$ cat src/rtl/frame_diff_tracker.sv
// rtl/frame_diff_tracker.sv - per-pixel frame difference, motion mask and per-frame motion bounding box
module frame_diff_tracker #(
  parameter int H_ACTIVE   = 640,
  parameter int V_ACTIVE   = 480,
  parameter int MIN_PIXELS = 16
) (
  input  logic        iCLK,
  input  logic        iRST,
  input  logic [11:0] iGray1,
  input  logic [11:0] iGray2,
  input  logic        iDVAL,
  input  logic        iSOF,
  input  logic [11:0] iThresh,
  output logic [11:0] oDiff,
  output logic        oMotion,
  output logic        oDVAL,
  output logic [9:0]  oLeft,
  output logic [9:0]  oRight,
  output logic [9:0]  oTop,
  output logic [9:0]  oBottom,
  output logic [18:0] oCount,
  output logic        oBoxValid,
  output logic        oFrameDone
);

  localparam logic [9:0]  X_MAX   = 10'(H_ACTIVE - 1);
  localparam logic [9:0]  Y_MAX   = 10'(V_ACTIVE - 1);
  localparam logic [18:0] MIN_CNT = 19'(MIN_PIXELS);

  typedef enum logic {IDLE, ACTIVE} state_t;

  state_t      state_q;
  logic [9:0]  x_q, y_q;

  logic        s1_valid_q, s1_last_q;
  logic [11:0] s1_diff_q, s1_thresh_q;
  logic [9:0]  s1_x_q, s1_y_q;
  logic        s2_last_q;

  logic [9:0]  min_x_q, max_x_q, min_y_q, max_y_q;
  logic [9:0]  min_x_d, max_x_d, min_y_d, max_y_d;
  logic [18:0] cnt_q, cnt_d;

  logic        accept, abort, px_last, s1_fwd, s1_motion, commit, box_ok;
  logic [9:0]  px_x, px_y;
  logic signed [12:0] diff_s;
  logic [12:0] diff_mag;

  // Pixel acceptance: a start-of-frame pulse forces the current pixel to (0,0)
  always_comb begin
    abort     = iSOF && (state_q == ACTIVE);
    accept    = iDVAL && (iSOF || (state_q == ACTIVE));
    px_x      = iSOF ? 10'd0 : x_q;
    px_y      = iSOF ? 10'd0 : y_q;
    px_last   = (px_x == X_MAX) && (px_y == Y_MAX);
    diff_s    = $signed({1'b0, iGray1}) - $signed({1'b0, iGray2});
    diff_mag  = diff_s[12] ? 13'(-diff_s) : 13'(diff_s);
    s1_fwd    = s1_valid_q && !abort;
    s1_motion = s1_diff_q > s1_thresh_q;
    commit    = s2_last_q;
    box_ok    = cnt_q >= MIN_CNT;
  end

  // Frame scan FSM: tracks raster position and returns to IDLE after the last pixel
  always_ff @(posedge iCLK or posedge iRST) begin
    if (iRST) begin
      state_q <= IDLE;
      x_q     <= '0;
      y_q     <= '0;
    end else begin
      if (iSOF) begin
        state_q <= ACTIVE;
        x_q     <= '0;
        y_q     <= '0;
      end
      if (accept) begin
        if (px_last) begin
          state_q <= IDLE;
          x_q     <= '0;
          y_q     <= '0;
        end else if (px_x == X_MAX) begin
          x_q <= '0;
          y_q <= px_y + 10'd1;
        end else begin
          x_q <= px_x + 10'd1;
          y_q <= px_y;
        end
      end
    end
  end

  // Stage 1: absolute difference plus the pixel's position, last tag and threshold
  always_ff @(posedge iCLK or posedge iRST) begin
    if (iRST) begin
      s1_valid_q  <= 1'b0;
      s1_last_q   <= 1'b0;
      s1_diff_q   <= '0;
      s1_thresh_q <= '0;
      s1_x_q      <= '0;
      s1_y_q      <= '0;
    end else begin
      s1_valid_q <= accept;
      if (accept) begin
        s1_last_q   <= px_last;
        s1_diff_q   <= diff_mag[11:0];
        s1_thresh_q <= iThresh;
        s1_x_q      <= px_x;
        s1_y_q      <= px_y;
      end
    end
  end

  // Stage 2: registered difference and motion flag; an aborting SOF drops the in-flight pixel
  always_ff @(posedge iCLK or posedge iRST) begin
    if (iRST) begin
      oDVAL     <= 1'b0;
      oDiff     <= '0;
      oMotion   <= 1'b0;
      s2_last_q <= 1'b0;
    end else begin
      oDVAL     <= s1_fwd;
      s2_last_q <= s1_fwd && s1_last_q;
      if (s1_fwd) begin
        oDiff   <= s1_diff_q;
        oMotion <= s1_motion;
      end
    end
  end

  // Accumulator next state: re-init on commit/abort first, so a next-frame motion pixel lands in the fresh box
  always_comb begin
    min_x_d = min_x_q;
    max_x_d = max_x_q;
    min_y_d = min_y_q;
    max_y_d = max_y_q;
    cnt_d   = cnt_q;
    if (commit || abort) begin
      min_x_d = X_MAX;
      max_x_d = '0;
      min_y_d = Y_MAX;
      max_y_d = '0;
      cnt_d   = '0;
    end
    if (s1_fwd && s1_motion) begin
      if (cnt_d != '1)        cnt_d   = cnt_d + 19'd1;
      if (s1_x_q < min_x_d)   min_x_d = s1_x_q;
      if (s1_x_q > max_x_d)   max_x_d = s1_x_q;
      if (s1_y_q < min_y_d)   min_y_d = s1_y_q;
      if (s1_y_q > max_y_d)   max_y_d = s1_y_q;
    end
  end

  // Accumulator registers
  always_ff @(posedge iCLK or posedge iRST) begin
    if (iRST) begin
      min_x_q <= X_MAX;
      max_x_q <= '0;
      min_y_q <= Y_MAX;
      max_y_q <= '0;
      cnt_q   <= '0;
    end else begin
      min_x_q <= min_x_d;
      max_x_q <= max_x_d;
      min_y_q <= min_y_d;
      max_y_q <= max_y_d;
      cnt_q   <= cnt_d;
    end
  end

  // Commit: publish the finished frame's box and count, held until the next commit
  always_ff @(posedge iCLK or posedge iRST) begin
    if (iRST) begin
      oFrameDone <= 1'b0;
      oCount     <= '0;
      oBoxValid  <= 1'b0;
      oLeft      <= '0;
      oRight     <= '0;
      oTop       <= '0;
      oBottom    <= '0;
    end else begin
      oFrameDone <= commit;
      if (commit) begin
        oCount    <= cnt_q;
        oBoxValid <= box_ok;
        oLeft     <= box_ok ? min_x_q : 10'd0;
        oRight    <= box_ok ? max_x_q : 10'd0;
        oTop      <= box_ok ? min_y_q : 10'd0;
        oBottom   <= box_ok ? max_y_q : 10'd0;
      end
    end
  end

endmodule

$ cat config.mk
export PLATFORM = sky130hd
export DESIGN_NAME = frame_diff_tracker
export DESIGN_NICKNAME = d
export VERILOG_FILES = /design/src/rtl/frame_diff_tracker.sv
export SDC_FILE = /design/constraint.sdc
export NUM_CORES = 1
export LEC_CHECK = 0
export CAP_MARGIN = 20
export CORE_UTILIZATION = 51
export CTS_CLUSTER_SIZE = 25
export DETAILED_ROUTE_END_ITERATION = 8
export PLACE_DENSITY = 0.76
export REMOVE_ABC_BUFFERS = 1
export SLEW_MARGIN = 10
export SYNTH_ARGS = -nofsm -noshare
export SYNTH_HDL_FRONTEND = slang
export SYNTH_SLANG_ARGS = --single-unit
$ cat constraint.sdc
create_clock -name iCLK -period 7.7 [get_ports iCLK]
set_input_delay 2.31 -clock iCLK [delete_from_list [all_inputs] [get_ports iCLK]]
set_output_delay 2.31 -clock iCLK [all_outputs]
set_load 0.02 [all_outputs]
### After elaboration in Yosys (flattened, before gate mapping)

Cells that the tools add are included.

| operators by class | value |
|---|---|
| add/sub/neg operators | 5 |
| reduce and logical (&&, ||, !) cells | 9 |
| eq/ne operators | 3 |
| mux-type cells | 31 |
| $lt $le $gt $ge | 6 |

Operator list:

| operator | count |
|---|---|
| $mux 10 | 24 |
| $mux 19 | 3 |
| $add 10x1->10 const B | 2 |
| $gt 10x10->1 | 2 |
| $lt 10x10->1 | 2 |
| $add 19x1->19 const B | 1 |
| $ge 19x5->1 const B | 1 |
| $ne 19x19->1 const B | 1 |
| $sub 12x12->13 | 1 |
| $gt 12x12->1 | 1 |
| $mux 12 | 1 |
| $neg 12->12 | 1 |
| $eq 10x10->1 const B | 1 |
| $eq 10x9->1 const B | 1 |
| $logic_and 1x1->1 | 6 |
| $mux 1 | 3 |
| $logic_or 1x1->1 | 2 |
| $logic_not 1->1 | 1 |

| word-level totals | value |
|---|---|
| output and inout port bits | 75 |
| register bits after elaboration | 202 |
| word-level logic and storage cells | 79 |

### Longest topological paths before layout

Gate-level depths: netlist (run 1).

| depth | value |
|---|---|
| depth after elaboration | 6 |
| mapped depth | 16 |
| depth with buffers taken out | 12 |

### Least setup slack after synthesis (run 1)

Ideal clock, no wire load.

| timing path | value |
|---|---|
| kind | input to register |
| start | input port iSOF |
| end | register max_y_q[1] |
| required time | 7.617 ns |
| arrival time | 5.277 ns |
| setup slack | 2.340 ns |
| cell stages on the path | 16 |
| buffers on the path | 5 |
| cell sequence | buf_2 a21oi_1 clkbuf_1 clkbuf_1 clkbuf_1 nand2_1 ha_1 a21o_1 a21o_1 a21oi_1 nor2_1 a2111oi_0 a311o_1 clkbuf_1 nand3_1 o21ai_0 |

| on the way | value |
|---|---|
| cells in the longest elaborated chain, start to end | 6 |

RTL lines:

| item | line | source |
|---|---|---|
| from (decl) | 12 | `input logic iSOF,` |
| $logic_and 1x1->1 (*) | 51 | `abort = iSOF && (state_q == ACTIVE);` |
| $logic_or 1x1->1 | 137 | `if (commit \|\| abort) begin` |
| $mux 10 | 137 |  |
| $gt 10x10->1 | 149 | `if (s1_y_q > max_y_d) max_y_d = s1_y_q;` |
| $mux 10 | 149 |  |
| $mux 10 (*) | 144 | `if (s1_fwd && s1_motion) begin` |
| net max_y_d[1] | 41 | `logic [9:0] min_x_d, max_x_d, min_y_d, max_y_d;` |
| to (signal assigned) | 165 | `max_y_q <= max_y_d;` |
| to (decl) | 40 | `logic [9:0] min_x_q, max_x_q, min_y_q, max_y_q;` |

Mark *: on every way through the listed nets, which the timed path passes. The rest lies on a longest branch.
A chain may end at the register's enable or synchronous reset.

### Final worst setup path (run 1)

| timing path | value |
|---|---|
| start | input port iSOF |
| end | register max_x_q[0] |

| on the way | value |
|---|---|
| cells in the longest elaborated chain, start to end | 6 |

RTL lines:

| item | line | source |
|---|---|---|
| $logic_and 1x1->1 (*) | 51 |  |
| $logic_or 1x1->1 | 137 |  |
| $mux 10 | 137 |  |
| $gt 10x10->1 | 147 | `if (s1_x_q > max_x_d) max_x_d = s1_x_q;` |
| $mux 10 | 147 |  |
| $mux 10 (*) | 144 |  |
| net max_x_d[0] | 41 |  |
| to (signal assigned) | 163 | `max_x_q <= max_x_d;` |
| to (decl) | 40 |  |

Marks and branches as above.

==> results of run 1 <==
[registers in the layout (all words and copies together), names as in the netlist, 10 cells and up]
name,flops
oCount,19
s1_diff_q,12
cnt_q,19
x_q,10
oLeft,10
max_x_q,10
min_x_q,10
oRight,10
y_q,10
min_y_q,10
max_y_q,10
s1_x_q,10
oBottom,10
oDiff,12
s1_y_q,10
oTop,10
s1_thresh_q,12
[layout make-up]
type	count	area (µm²)	area share (%)
Sequential cell	202	5070	41.3
Inverter	62	240	1.96
Clock inverter	3	43.8	0.356
Clock buffer	34	594	4.84
Timing Repair Buffer	129	1260	10.2
Tap cell	265	332	2.70
Multi-Input combinational cell	665	4740	38.6
[synth_stat cells, types with 6 or more instances]
cell and instances:
a211oi_1 6, a21o_1 16, a21oi_1 15, a22o_1 40
and2_1 7, clkbuf_1 32, dfrtp_1 186, dfstp_2 16
ha_1 66, inv_1 61, mux2_2 36, mux2i_1 31
nand2_1 96, nand2b_1 12, nand3_1 30, nand3b_1 10
nand4_1 17, nor2_1 59, nor2b_1 11, nor3_1 25
o21a_1 12, o21ai_0 69, o21ai_1 7, xnor2_1 23
xor2_1 17
[worst max-delay path, stage by stage]
cell and delay [ns]:
clkdlybuf4s50_1 0.40, buf_4 0.24, a21oi_4 0.40, buf_4 0.30, nand2_1 0.11, ha_1 0.29, nor2b_1 0.14, o21a_1 0.16
o21a_1 0.16, o21ai_0 0.17, a21oi_1 0.09, a211oi_1 0.19, or3_1 0.50, mux2_2 0.39
[metrics by stage]
stage | instances | cell area (µm²) | util, %
floorplan | 929 | 10000 | -
global placement | 1322 | 11600 | 59.6
detailed placement | 1323 | 11600 | 59.7
CTS | 1360 | 12300 | 62.9
global route | 1360 | 12300 | 62.9
finish | 1360 | 12300 | 62.9
[logic make-up (layout without fill, tap and decap cells)]
group	after synthesis	count (layout)
AND/OR/NAND/NOR	291	291
flip-flops	202	202
AO/OA/AOI/OAI	199	199
buffers and inverters	107	228
adder cells (fa/ha/maj)	67	67
multiplexers	67	67
XOR/XNOR	41	41
[power groups by stage]
stage	clock network (µW)	registers, µW	logic [µW]
6_report	949	1200	412
5_1_grt	1010	1210	461
4_1_cts	971	1200	417
3_5_place_dp	0	1220	415
3_3_place_gp	0	1220	401
2_1_floorplan	0	1240	236
[worst min-delay path by stage]
| stage | to | cells past startpoint |
|---|---|---|
| floorplan | s1_last_q | 1 |
| global placement | s1_last_q | 1 |
| detailed placement | s1_last_q | 1 |
| CTS | s1_last_q | 1 |
| global route | oBoxValid | 1 |
| finish | oBoxValid | 1 |
[layer usage]
metal	global-route usage, %	vias to the layer above	part of all wire (%)
met5	0	-	0
met4	5.32	0	1.7
met3	3.63	40	4.7
met2	36.3	176	48
met1	29.2	3647	46
li1	-	3665	-
==> results_dict.tcl, run 1 <==
set metrics [dict create \
    status "complete, no violations" \
    power_frac_clock_pct 37.1 \
    grt_pass1_wl_mm 36.2 \
    p_comb_share_pct 16.1 \
    die_y_um 143 \
    seq_area_frac_synth_pct 49.7 \
    start_kind "primary input" \
    numCtsBuffers 21 \
    rsz0062_at_grt "no" \
    clkTransAtPathRegs_ns 0.06 \
    dieWidth_um 143 \
    critical_path_class "in2reg" \
    final_layout_size_suffix_gt1_share_pct 9.68 \
    min_period_ns 5.50 \
    portBuffers 114 \
    synth-xor-area-share_pct 3.59 \
    fin_nets 1188 \
    p_leak_uw 0.00573 \
    fin_hold_ws_ns 0.473 \
    slew_headroom_pct 40.9 \
    drt_iter0_markers 451 \
    tightest_slew_ns 0.886 \
    cts_buffer_depth 3 \
    avgRoutedWirePerCell_um 15.7 \
    maxCapViolations 0 \
    ctsHoldBuffers 0 \
    track_usage_pct 21.6 \
    grt_pass1_vias 7416 \
    drc 0 \
    ant_nets 0 \
    h-tree-depth 1 \
    syn_inst 974 \
    synth_top_family_by_area "simple AND/OR/NAND/NOR gates" \
    dp_slack_ns 1.69 \
    clock.fmax_mhz 182 \
    crit_path_end_kind "flip-flop" \
    fillers 1627 \
    seqPwrFrac_pct 46.9 \
    vias_per_cell 5.54 \
    fin_crit_sh_pct 71.4 \
    post_cts_buffers 0 \
    synth.ff_latch_count 202 \
    reg2reg_depth 13 \
    sw_frac_of_total_pct 25.9 \
    start_util_pct 52.3 \
    internal-power_uw 1900 \
    reg2reg_from "commit" \
    async_flop_share_pct 100 \
    diodes 0 \
    final_common_cell "dfrtp_1" \
    maxSlewViolCount 0 \
    endpoint "max_x_q[0]" \
    core_area_um2 19500 \
    finalHoldViolations 0 \
    grt_max_degree 75 \
    place.gp.congestion 0.922 \
    synth_top_area_share_pct 45.6 \
    io_pins 115 \
    synthMuxAreaShare_pct 7.01 \
    netlist.top_cell.by_area "dfrtp_1" \
    vias 7528 \
    wl_mm 21.3 \
    yosys.area_share.simple_pct 13.8 \
    p_sw_uw 662 \
    synth_flop_cell "dfrtp_1" \
    cp.required_ns 8.07 \
    synth_fa_ha_area_share_pct 8.29 \
    syn_area_um2 10200 \
    clock_sink_count 202 \
    rows 51 \
    r2r_slack_ns 4.10 \
    setup_tns_ns 0 \
    path_max_fanout 36 \
    dieArea_um2 20600 \
    vdd_drop_max_uv 119 \
    reg2reg_to "max_x_q[0]" \
    clockRootBuffer "clkbuf_16" \
    clk_latency_ns 0.49 \
    grt-ovfl-total 0 \
    synth_compound_area_share_pct 13.4 \
    worstHoldStart "oBoxValid" \
    yosysUniqueCellTypes 66 \
    synth_enable_flop_cells 0 \
    ctsResizeCount 0 \
    antenna_found_initial 0 \
    area_delta_synth_final_pct 20.4 \
    dp_hpwl_mm 14.8 \
    fin_skew_ns 0.0184 \
    synth.area.top_cells "dfrtp_1, ha_1, dfstp_2" \
    power.density_nw_per_um2 209 \
    final.setup.worst_slack_ns 2.20 \
    cts_tree "yes" \
    final_cell_mix "dfrtp_1, clkdlybuf4s50_1, nand2_1, o21ai_0, ha_1" \
    startpoint "iSOF" \
    p_total_uw 2560 \
    final-setup-viol-count 0 \
    yosys_warnings 0 \
    synth.avg_cell_area_um2 10.5 \
    worst_hold_path_type "reg2reg" \
    arrival_ns 5.87 \
    dr.pass1.iters 5 \
]
No activity file was read; power rests on OpenSTA's default activity.
==> inputs of run 2 (changes only) <==
==> constraint.sdc (replaced) <==
create_clock -name iCLK -period 5 [get_ports iCLK]
set_input_delay 1.5 -clock iCLK [delete_from_list [all_inputs] [get_ports iCLK]]
set_output_delay 1.5 -clock iCLK [all_outputs]
set_load 0.02 [all_outputs]
==> run 2 against run 1 <==
Effect of this change:
- clock power is 75% higher
- combinational power is 56% higher
- wire length is 0.98% higher
- critical endpoint is now s1_diff_q[8]
==> results_dict.tcl, run 2 (synthesis results as in run 1) <==
set metrics [dict create \
    status "complete, no violations" \
    maxCapViolations 0 \
    vias_per_cell 5.44 \
    clockRootBuffer "clkbuf_16" \
    clk_latency_ns 0.50 \
    p_comb_share_pct 15.5 \
    min_period_ns 4.15 \
    final_common_cell "dfrtp_1" \
    fin_nets 1204 \
    slew_headroom_pct 27.2 \
    grt_pass1_wl_mm 36.3 \
    dieArea_um2 20600 \
    ctsResizeCount 0 \
    vias 7501 \
    power_frac_clock_pct 39.9 \
    grt_max_degree 119 \
    place.gp.congestion 0.895 \
    area_delta_synth_final_pct 22.8 \
    worst_hold_path_type "reg2reg" \
    top_layer "met4" \
    setup_tns_ns 0 \
    tightest_slew_ns 1.09 \
    cp.required_ns 5.36 \
    io_pins 115 \
    clock_sink_count 202 \
    final_layout_size_suffix_gt1_share_pct 11.9 \
    start_kind "primary input" \
    final_cell_mix "dfrtp_1, clkdlybuf4s50_1, nand2_1, o21ai_0, ha_1" \
    path_max_fanout 4 \
    cts_buffer_depth 3 \
    wl_met3_um 918 \
    start_util_pct 52.3 \
    clkTransAtPathRegs_ns 0.06 \
    fin_hold_ws_ns 0.473 \
    route.met2.wl_mm 10.2 \
    critical_path_class "in2reg" \
    dr.pass1.iters 5 \
    clock.fmax_mhz 241 \
    diodes 0 \
    fin_skew_ns 0.0139 \
    drt_iter0_markers 312 \
    rows 51 \
    grt-ovfl-total 0 \
    sw_frac_of_total_pct 25.5 \
    grt_pass1_vias 7518 \
    cts_tree "yes" \
    portBuffers 114 \
    antenna_found_initial 0 \
    vdd_drop_max_uv 224 \
    arrival_ns 4.52 \
    seqPwrFrac_pct 44.6 \
    p_sw_uw 1060 \
    dp_hpwl_mm 15.4 \
    power.density_nw_per_um2 332 \
    drc 0 \
    final-setup-viol-count 0 \
    core_area_um2 19500 \
    ctsHoldBuffers 0 \
    crit_path_end_kind "flip-flop" \
    wl_met1_mm 10.1 \
    p_leak_uw 0.00588 \
    finalHoldViolations 0 \
    post_cts_buffers 0 \
    track_usage_pct 21.8 \
    largestRegisters "cnt_q x19, oCount x19" \
    numCtsBuffers 22 \
    h-tree-depth 1 \
    wl_mm 21.5 \
    ant_nets 0 \
    maxSlewViolCount 0 \
    internal-power_uw 3090 \
    r2r_slack_ns 1.48 \
    dieWidth_um 143 \
    die_y_um 143 \
    rsz0062_at_grt "no" \
    avgRoutedWirePerCell_um 15.6 \
    fin_crit_sh_pct 83.1 \
]
==> run 2: changes by cell type in the layout (fill, tap and decap cells not counted), sizes merged <==
| cell | previous run | this run |
|---|---|---|
| buf | 15 | 30 |
| clkinv | 3 | 11 |
| clkbuf | 34 | 27 |
| bufinv | 1 | 3 |
==> run 2: metal layers <==
layer	global-route usage, %	vias up
met2	36.1	159
met5	0	-
met3	3.43	24
li1	-	3684
met4	5.10	0
met1	30.1	3634
==> run 2: per-stage QoR <==
step	total power [µW]	instances	worst slack, ns	area [µm²]	util [%]
floorplan	2270	929	-2.05	10000	-
global placement	2510	1337	0.446	11800	60.2
detailed placement	2530	1337	0.329	11800	60.2
CTS	4200	1377	0.853	12500	64.1
global route	4350	1378	0.648	12500	64.2
finish	4150	1378	0.847	12500	64.2
==> run 2: layout make-up <==
type	instances	area, µm²
Clock buffer	27	611
Clock inverter	13	148
Fill cell	1594	7000
Inverter	62	240
Multi-Input combinational cell	665	4740
Sequential cell	202	5070
Tap cell	265	332
Timing Repair Buffer	144	1380
==> run 2: worst max-delay path: stages <==
cell and delay (ns):
clkdlybuf4s50_1 0.46, ha_1 0.16, inv_1 0.08, fa_1 0.42
a211oi_2 0.29, o21ai_1 0.12, a311oi_2 0.42, nand4_2 0.19
or4_1 0.49, nand2_1 0.11, xor2_1 0.17, o21ai_0 0.10
==> run 2: power groups by stage <==
stage	Combinational, µW	Clock (µW)	Sequential (µW)
detailed placement	646	0	1880
global route	718	1760	1870
CTS	650	1700	1850
floorplan	364	0	1910
global placement	628	0	1880
finish	643	1660	1850
==> run 2: final timing paths <==
kind / startpoint / to / cells after the start
worst max-delay path: iGray2[0] / s1_diff_q[8] / 12
worst min-delay path: s1_last_q / s1_last_q / 1
worst max register to register: commit / max_y_q[4] / 13
worst min register to register: s1_last_q / s1_last_q / 1
max in group asynchronous: iRST / min_x_q[4] / 3
min in group asynchronous: iRST / oDiff[1] / 2
